<file path="src/rtl/alu_pkg.sv">
// Shared definitions for the nibble-serial ALU.
// Contents:
//   NIB_W   - width of one adder pass (4 bits)
//   op_e    - operation encoding presented on the op port
//   state_e - sequencer states
package alu_pkg;

  localparam int NIB_W = 4;

  typedef enum logic [1:0] {
    OP_ADD = 2'b00,
    OP_SUB = 2'b01,
    OP_INC = 2'b10,
    OP_CMP = 2'b11
  } op_e;

  typedef enum logic [1:0] {
    ST_IDLE = 2'b00,
    ST_RUN  = 2'b01,
    ST_DONE = 2'b10
  } state_e;

endpackage

</file>
<file path="src/rtl/alu_nibble_seq.sv">
// Nibble-serial ALU sequencer. Feeds one 4-bit slice of the operands per
// cycle to an external 4-bit adder and assembles a W = 4*NIB bit result.
// Ports:
//   clk, rst_n              - clock, asynchronous active-low reset
//   start_valid/start_ready - request handshake (ready only in IDLE)
//   op, a, b                - operation and operands
//   add_a, add_b, add_cin   - drive to the external adder (zero outside RUN)
//   add_s, add_c4, add_v    - combinational adder results
//   result                  - registered result (unchanged by CMP)
//   flag_z/n/c/v            - registered flags (C = no-borrow for SUB/CMP)
//   done                    - one-cycle completion pulse
module alu_nibble_seq
  import alu_pkg::*;
#(
  parameter int NIB = 2
) (
  input  logic                 clk,
  input  logic                 rst_n,
  input  logic                 start_valid,
  output logic                 start_ready,
  input  logic [1:0]           op,
  input  logic [NIB_W*NIB-1:0] a,
  input  logic [NIB_W*NIB-1:0] b,
  output logic [NIB_W-1:0]     add_a,
  output logic [NIB_W-1:0]     add_b,
  output logic                 add_cin,
  input  logic [NIB_W-1:0]     add_s,
  input  logic                 add_c4,
  input  logic                 add_v,
  output logic [NIB_W*NIB-1:0] result,
  output logic                 flag_z,
  output logic                 flag_n,
  output logic                 flag_c,
  output logic                 flag_v,
  output logic                 done
);

  localparam int W     = NIB_W * NIB;
  localparam int IDX_W = 2;

  state_e           state_r, state_nxt_s;
  logic [IDX_W-1:0] idx_r;
  logic             carry_r;
  logic [W-1:0]     a_r, b_r;
  op_e              op_r;
  logic             zacc_r;
  logic [W-1:0]     sum_r;     // nibbles built up during RUN
  logic [W-1:0]     sum_nxt_s;
  logic [W-1:0]     result_r;
  logic             flag_z_r, flag_n_r, flag_c_r, flag_v_r, done_r;
  logic [NIB_W-1:0] a_nib_s, b_nib_s;
  logic             last_s;
  logic             nib_zero_s;
  logic [W-1:0]     b_lat_s;

  assign last_s     = (idx_r == IDX_W'(NIB - 1));
  assign nib_zero_s = (add_s == 4'h0);

  // Operand B as stored at accept: inverted for subtraction, zero for increment.
  always_comb begin
    b_lat_s = b;
    case (op_e'(op))
      OP_SUB, OP_CMP: b_lat_s = ~b;
      OP_INC:         b_lat_s = '0;
      default:        b_lat_s = b;
    endcase
  end

  // Select the current nibble of each operand and merge add_s into the accumulator.
  always_comb begin
    a_nib_s   = 4'h0;
    b_nib_s   = 4'h0;
    sum_nxt_s = sum_r;
    for (int i = 0; i < NIB; i++) begin
      a_nib_s = (idx_r == IDX_W'(i)) ? a_r[NIB_W*i +: NIB_W] : a_nib_s;
      b_nib_s = (idx_r == IDX_W'(i)) ? b_r[NIB_W*i +: NIB_W] : b_nib_s;
      sum_nxt_s[NIB_W*i +: NIB_W] = (idx_r == IDX_W'(i)) ? add_s : sum_r[NIB_W*i +: NIB_W];
    end
  end

  // Next-state logic and adder drive; adder inputs are only live in RUN.
  always_comb begin
    state_nxt_s = state_r;
    add_a       = 4'h0;
    add_b       = 4'h0;
    add_cin     = 1'b0;
    case (state_r)
      ST_IDLE: begin
        if (start_valid) begin
          state_nxt_s = ST_RUN;
        end else begin
          state_nxt_s = ST_IDLE;
        end
      end
      ST_RUN: begin
        add_a = a_nib_s;
        add_b = b_nib_s;
        // First pass injects +1 for two's-complement subtract and increment.
        add_cin = (idx_r == 2'd0) ? (op_r != OP_ADD) : carry_r;
        if (last_s) begin
          state_nxt_s = ST_DONE;
        end else begin
          state_nxt_s = ST_RUN;
        end
      end
      ST_DONE: state_nxt_s = ST_IDLE;
      default: state_nxt_s = ST_IDLE;
    endcase
  end

  // State register.
  always_ff @(posedge clk or negedge rst_n) begin
    if (!rst_n) begin
      state_r <= ST_IDLE;
    end else begin
      state_r <= state_nxt_s;
    end
  end

  // Datapath: operand latch, per-nibble carry/zero tracking, result and flag update.
  always_ff @(posedge clk or negedge rst_n) begin
    if (!rst_n) begin
      idx_r    <= 2'd0;
      carry_r  <= 1'b0;
      a_r      <= '0;
      b_r      <= '0;
      op_r     <= OP_ADD;
      zacc_r   <= 1'b0;
      sum_r    <= '0;
      result_r <= '0;
      flag_z_r <= 1'b0;
      flag_n_r <= 1'b0;
      flag_c_r <= 1'b0;
      flag_v_r <= 1'b0;
      done_r   <= 1'b0;
    end else begin
      done_r <= 1'b0;
      case (state_r)
        ST_IDLE: begin
          if (start_valid) begin
            a_r     <= a;
            b_r     <= b_lat_s;
            op_r    <= op_e'(op);
            idx_r   <= 2'd0;
            carry_r <= 1'b0;
            zacc_r  <= 1'b1;
            sum_r   <= '0;
          end
        end
        ST_RUN: begin
          carry_r <= add_c4;
          sum_r   <= sum_nxt_s;
          zacc_r  <= zacc_r & nib_zero_s;
          if (last_s) begin
            // Result is published only here so it stays stable between operations.
            if (op_r != OP_CMP) begin
              result_r <= sum_nxt_s;
            end
            flag_c_r <= add_c4;
            flag_v_r <= add_v;
            flag_n_r <= add_s[3];
            flag_z_r <= zacc_r & nib_zero_s;
            done_r   <= 1'b1;
          end else begin
            idx_r <= idx_r + 2'd1;
          end
        end
        default: begin
          idx_r <= idx_r;
        end
      endcase
    end
  end

  assign start_ready = (state_r == ST_IDLE);
  assign result      = result_r;
  assign flag_z      = flag_z_r;
  assign flag_n      = flag_n_r;
  assign flag_c      = flag_c_r;
  assign flag_v      = flag_v_r;
  assign done        = done_r;

endmodule

</file>
<file path="config.mk">
export PLATFORM = sky130hd
export DESIGN_NAME = alu_nibble_seq
export DESIGN_NICKNAME = d
export VERILOG_FILES = /design/src/rtl/alu_pkg.sv /design/src/rtl/alu_nibble_seq.sv
export SDC_FILE = /design/constraint.sdc
export NUM_CORES = 1
export LEC_CHECK = 0
export ABC_AREA = 1
export CAP_MARGIN = 5
export CORE_ASPECT_RATIO = 0.5
export CORE_MARGIN = 2
export CORE_UTILIZATION = 49
export CTS_CLUSTER_SIZE = 24
export DETAILED_ROUTE_END_ITERATION = 8
export GPL_TIMING_DRIVEN = 0
export PLACE_DENSITY = 0.9
export SLEW_MARGIN = 15
export SYNTH_ARGS = -nofsm -noshare
export SYNTH_HDL_FRONTEND = slang
export SYNTH_SLANG_ARGS = --single-unit
</file>
<file path="constraint.sdc">
create_clock -name clk -period 1.6 [get_ports clk]
set_input_delay 0.32 -clock clk [delete_from_list [all_inputs] [get_ports clk]]
set_output_delay 0.32 -clock clk [all_outputs]
set_load 0.01 [all_outputs]
</file>
# [After elaboration in Yosys (flattened, before gate mapping)]
# Cells that the tools add are included.
[totals] register_bits=45 out_inout_bits=23 elab_cells=61
[op_classes] add_sub_neg=1 eq_ne=8 n_mux=25 bitwise=2 n_reduce_logical=11
[ops] cell="$mux W4" count=8
[ops] cell="$pmux W8 S2" count=2
[ops] cell="$mux W8" count=1
[ops] cell="$not A8 Y8" count=1
[ops] cell="$pmux W2 S2" count=2
[ops] cell="$mux W1" count=7
[ops] cell="$eq A2 B1 Y1 const B" count=3
[ops] cell="$mux W2" count=3
[ops] cell="$ne A2 B2 Y1 const B" count=3
[ops] cell="$reduce_and A2 Y1" count=3
[ops] cell="$reduce_and A3 Y1" count=2
[ops] cell="$eq A2 B2 Y1 const B" count=2
[ops] cell="$logic_not A2 Y1" count=2
[ops] cell="$logic_not A4 Y1" count=1
[ops] cell="$pmux W1 S2" count=2
[ops] cell="$reduce_bool A2 Y1" count=2
[ops] cell="$add A2 B1 Y2 const B" count=1
[ops] cell="$reduce_or A2 Y1" count=1
[ops] cell="$and A1 B1 Y1" count=1

# [Longest topological paths before layout]
[depth] word_depth=4 depth_mapped=8 ltp_nobuf=7

# [Worst setup path after synthesis]
# No wires, ideal clock.
[synth_timing] kind="reg-to-output" start="reg idx_r[1]" end="out add_a[0]" arrival_time_ns=1.254 t_required_ns=1.280 slack_ns=0.026 path_stages_with_launch=9 n_path_buf=2 cell_sequence="dfrtp_1 inv_1 ha_1 buf_4 inv_1 nor2_1 buf_4 nand2_1 o21ai_0"
[synth_between] elab_chain_len=4 word_cells_on_any_way=5 classes_between="eq/ne (1); mux (3); reduce/logical (1)"
[synth_rtl] item="start, declared" line_no="alu_nibble_seq.sv:42" rtl="logic [IDX_W-1:0] idx_r;"
[synth_rtl] item="start signal, assigned" line_no="alu_nibble_seq.sv:165" rtl="idx_r <= idx_r + 2'd1;"
[synth_rtl] item="start signal, assigned" line_no="alu_nibble_seq.sv:169" rtl="idx_r <= idx_r;"
[synth_rtl] item="$logic_not A2 Y1" line_no="alu_nibble_seq.sv:75" rtl="a_nib_s = (idx_r == IDX_W'(i)) ? a_r[NIB_W*i +: NIB_W] : a_nib_s;"
[synth_rtl] item="$mux W4" line_no="alu_nibble_seq.sv:75"
[synth_rtl] item="$mux W4 (*)" line_no="alu_nibble_seq.sv:75"
[synth_rtl] item="$mux W4 (*)" line_no="alu_nibble_seq.sv:87" rtl="case (state_r)"
[synth_rtl] item="end, declared" line_no="alu_nibble_seq.sv:24" rtl="output logic [NIB_W-1:0] add_a,"
# Mark *: on every way between the ends. The rest lies on a longest branch, timed or not.

# [Final worst setup path]
[layout_timing] start="reg idx_r[1]" end="out add_a[3]"
# The elaborated chain is that of the path after synthesis.

==> metrics.md <==
| Metric | Value |
|---|---|
| Status | finished with violations |
| Failing checks | setup timing |
| ANT nets after route | 0 |
| Die W | 97.6 um |
| Post-synthesis sequential area ratio | 52.5% |
| WL per Instance | 15.2 um |
| Syn nets | 310 |
| Worst setup EP type | primary output |
| CTS tree | built |
| Worst skew pair latency | 290 ps |
| Fin cells | 401 |
| Max stage delay on crit path | 390 ps |
| H-tree levels | 2 |
| Pwr per Cell Area | 1880 nW/um^2 |
| # nets final | 379 |
| Rows | 16 |
| Yosys reg bits | 45 |
| Reg2Reg Setup Slack | -120 ps |
| CTS root buf | clkbuf_8 |
| Final worst slack | -264 ps |
| Detailed Routing Iterations Pass 1 | 5 |
| Port Buffers | 48 |
| Pleak | 1.47 nW |
| Number of I/O pins | 50 |
| Core Region | 4040 um^2 |
| Max-slew violations | 0 |
| Min cycle time layout | 1860 ps |
| R2R depth | 9 |
| Top achievable clock speed | 0.537 GHz |
| Cell Area, Placed | 2710 um^2 |
| Hold Path Class | input pin to async pin |
| YS warnings | 0 |
| Setup CP Type | register to primary output |
| Max-cap violations | 0 |
| Worst Tran Pin Value | 388 ps |
| Ant. Diodes | 0 |
| Die Y | 50.8 um |
| Placed cell count | 382 |
| Share of layout cells above drive strength 1 | 20.2% |
| Clk slew on worst S/H paths | 80 ps |
| GR peak layer | met2 |
| Vias in the first global route | 2135 |
| Routability cong. | 0.795 |
| Arr. time, crit path | 1540 ps |
| Fill cells | 282 |
| Met2 Use GR | 44.4% |
| Yosys cell types | 18 |
| Reg2Reg Launch Point | idx_r[1] |
| RSZ-0062 raised after global routing | yes |
| Commonest non-fill, non-tap cell in the layout | nand2_1 |
| Global route overflow | 0 |
| Die footprint | 4950 um^2 |
| CTS buffer count | 5 |
| DRT iter0 DRCs | 136 |
| GR Util All Layers | 23.9% |
| Max Root-Sink Buffers | 2 |
| CP cell instances | inv_2, buf_6, ha_4, buf_8, nand2_2, o21ai_2, buf_2 |
| Met3 Use GR | 5.99% |
| Layout area overhead | 37.3% |
| Largest net degree at the start of global routing | 37 |
| Clock tree sinks | 45 |
| Slowest CP cell | dfrtp_1 |
| Syn Area/Cell | 7.69 um^2 |
| Worst rel slew slack | 73.9% |
| Syn Std Cell Area | 2140 um^2 |
| Via count | 2210 |
| # setup viols final | 17 |
| Residual DRC | 0 |
| Crit path max fanout | 8 |
| CP required | 1280 ps |
| Cells after Synth | 279 |
| Fin area | 2950 um^2 |
| Reg2Reg Capture Point | result[3] |
| Grt met1 use | 27.1% |
| Tcrit/Tclk final | 116% |
| Initial antenna violation count | 0 |
| Startpoint types | register |
| Via/cell ratio | 5.51 |
| Post-DP HPWL | 3.76 mm |
| Final Hold Fails | 0 |
| Starting density of the core | 53.0% |
| Maximum vdd drop | 0.641 mV |
| First-pass GRT wire length | 9.36 mm |
| Post-Route WL | 6.11 mm |
| Clock Skew | 5.07 ps |
| Commonest non-fill, non-tap cells in the layout | nand2_1, dfrtp_1, clkdlybuf4s50_1 |
[through the flow]
step / setup slack, ps / hold slack (ps) / setup TNS [ps] / power (mW) / utilization, %
floorplan: 26.1 / 24.4 / 0 / 3.28 / -
global placement: -898 / 463 / -45630 / 4.18 / 66.6
detailed placement: -685 / 193 / -5910 / 4.33 / 67.0
CTS: -250 / 425 / -1850 / 5.20 / 71.2
global route: -332 / 460 / -4460 / 5.89 / 72.8
finish: -264 / 422 / -2900 / 5.54 / 72.8
[logic make-up (layout without fill, tap and decap cells)]
kind of cell,after synthesis,in the layout,share of synthesized area (%)
buf+inv,29,97,6.07
fa+ha+maj,4,4,2.33
flops,45,45,52.5
simple gates,155,155,28.4
compound gates,46,46,10.7
[cell usage after synthesis]
| master | count | area [um^2] |
|---|---|---|
| nand2_1 | 123 | 462 |
| dfrtp_1 | 45 | 1130 |
| o21ai_0 | 34 | 170 |
| nor2_1 | 22 | 82.6 |
| inv_1 | 17 | 63.8 |
| o21ai_1 | 11 | 55.1 |
| buf_2 | 5 | 25.0 |
| ha_1 | 4 | 50.1 |
| nand2_2 | 3 | 18.8 |
| nand3_1 | 3 | 15.0 |
| buf_4 | 2 | 15.0 |
| clkbuf_1 | 2 | 7.51 |
| inv_2 | 2 | 7.51 |
| nor2_2 | 2 | 12.5 |
| a21oi_1 | 1 | 5.00 |
| buf_6 | 1 | 11.3 |
| nand4_1 | 1 | 6.26 |
| nor2_4 | 1 | 11.3 |
[per-layer routing]
layer / part of all wire, % / up-vias
li1: - / 1008
met1: 40 / 1039
met2: 50 / 127
met3: 6.5 / 36
met4: 3.4 / 0
met5: 0 / -
[sequential cells by signal (all words and copies together), names as in the netlist]
register / flops
flag_v: 1
flag_n: 1
zacc_r: 1
done: 1
carry_r: 1
b_r: 8
flag_c: 1
op_r: 2
result: 8
flag_z: 1
a_r: 8
idx_r: 2
sum_r: 8
state_r: 2
[worst max path at each step]
stage               slack (ps)  startpoint  cells past startpoint         to
global route              -330    idx_r[1]                      7   add_a[3]
finish                    -260    idx_r[1]                      7   add_a[3]
CTS                       -250    idx_r[1]                      9   add_b[3]
global placement          -900       rst_n                      1  result[7]
floorplan                   30    idx_r[1]                      8   add_a[0]
detailed placement        -690    idx_r[1]                      9   add_b[3]
[power breakdown]
part           total [mW]  internal, mW  switching [mW]  leakage, nW
Sequential           1.94          1.63           0.312        0.570
Clock               0.640         0.288           0.352       0.0399
Combinational        2.96          1.24            1.72        0.858
Total                5.54          3.15            2.39         1.47
[worst max-delay path: cells and delay by family, from the launching register on]
family / cells / cell delay, ps
compound gates: 1 / 150
fa+ha+maj: 1 / 150
buf+inv: 4 / 490
flops: 1 / 390
simple gates: 1 / 60
[layout make-up]
cell class / instances / area, um^2 / share of cell area [%]
Sequential cell: 45 / 1130 / 38.3
Multi-Input combinational cell: 205 / 975 / 33.1
Timing Repair Buffer: 64 / 576 / 19.5
Inverter: 19 / 73.8 / 2.51
Clock buffer: 5 / 68.8 / 2.34
Tap cell: 54 / 67.6 / 2.29
Buffer: 8 / 51.3 / 1.74
Clock inverter: 1 / 5.00 / 0.170
[timing repair]
item	4_1_cts	5_1_grt
setup buffers	11	3
pin swaps	5	6
endpoints found under the hold margin	9	0
hold buffers	1	0
endpoints found under the setup margin	10	19
gates resized for setup	59	23
(Power assumes the default switching activity.)
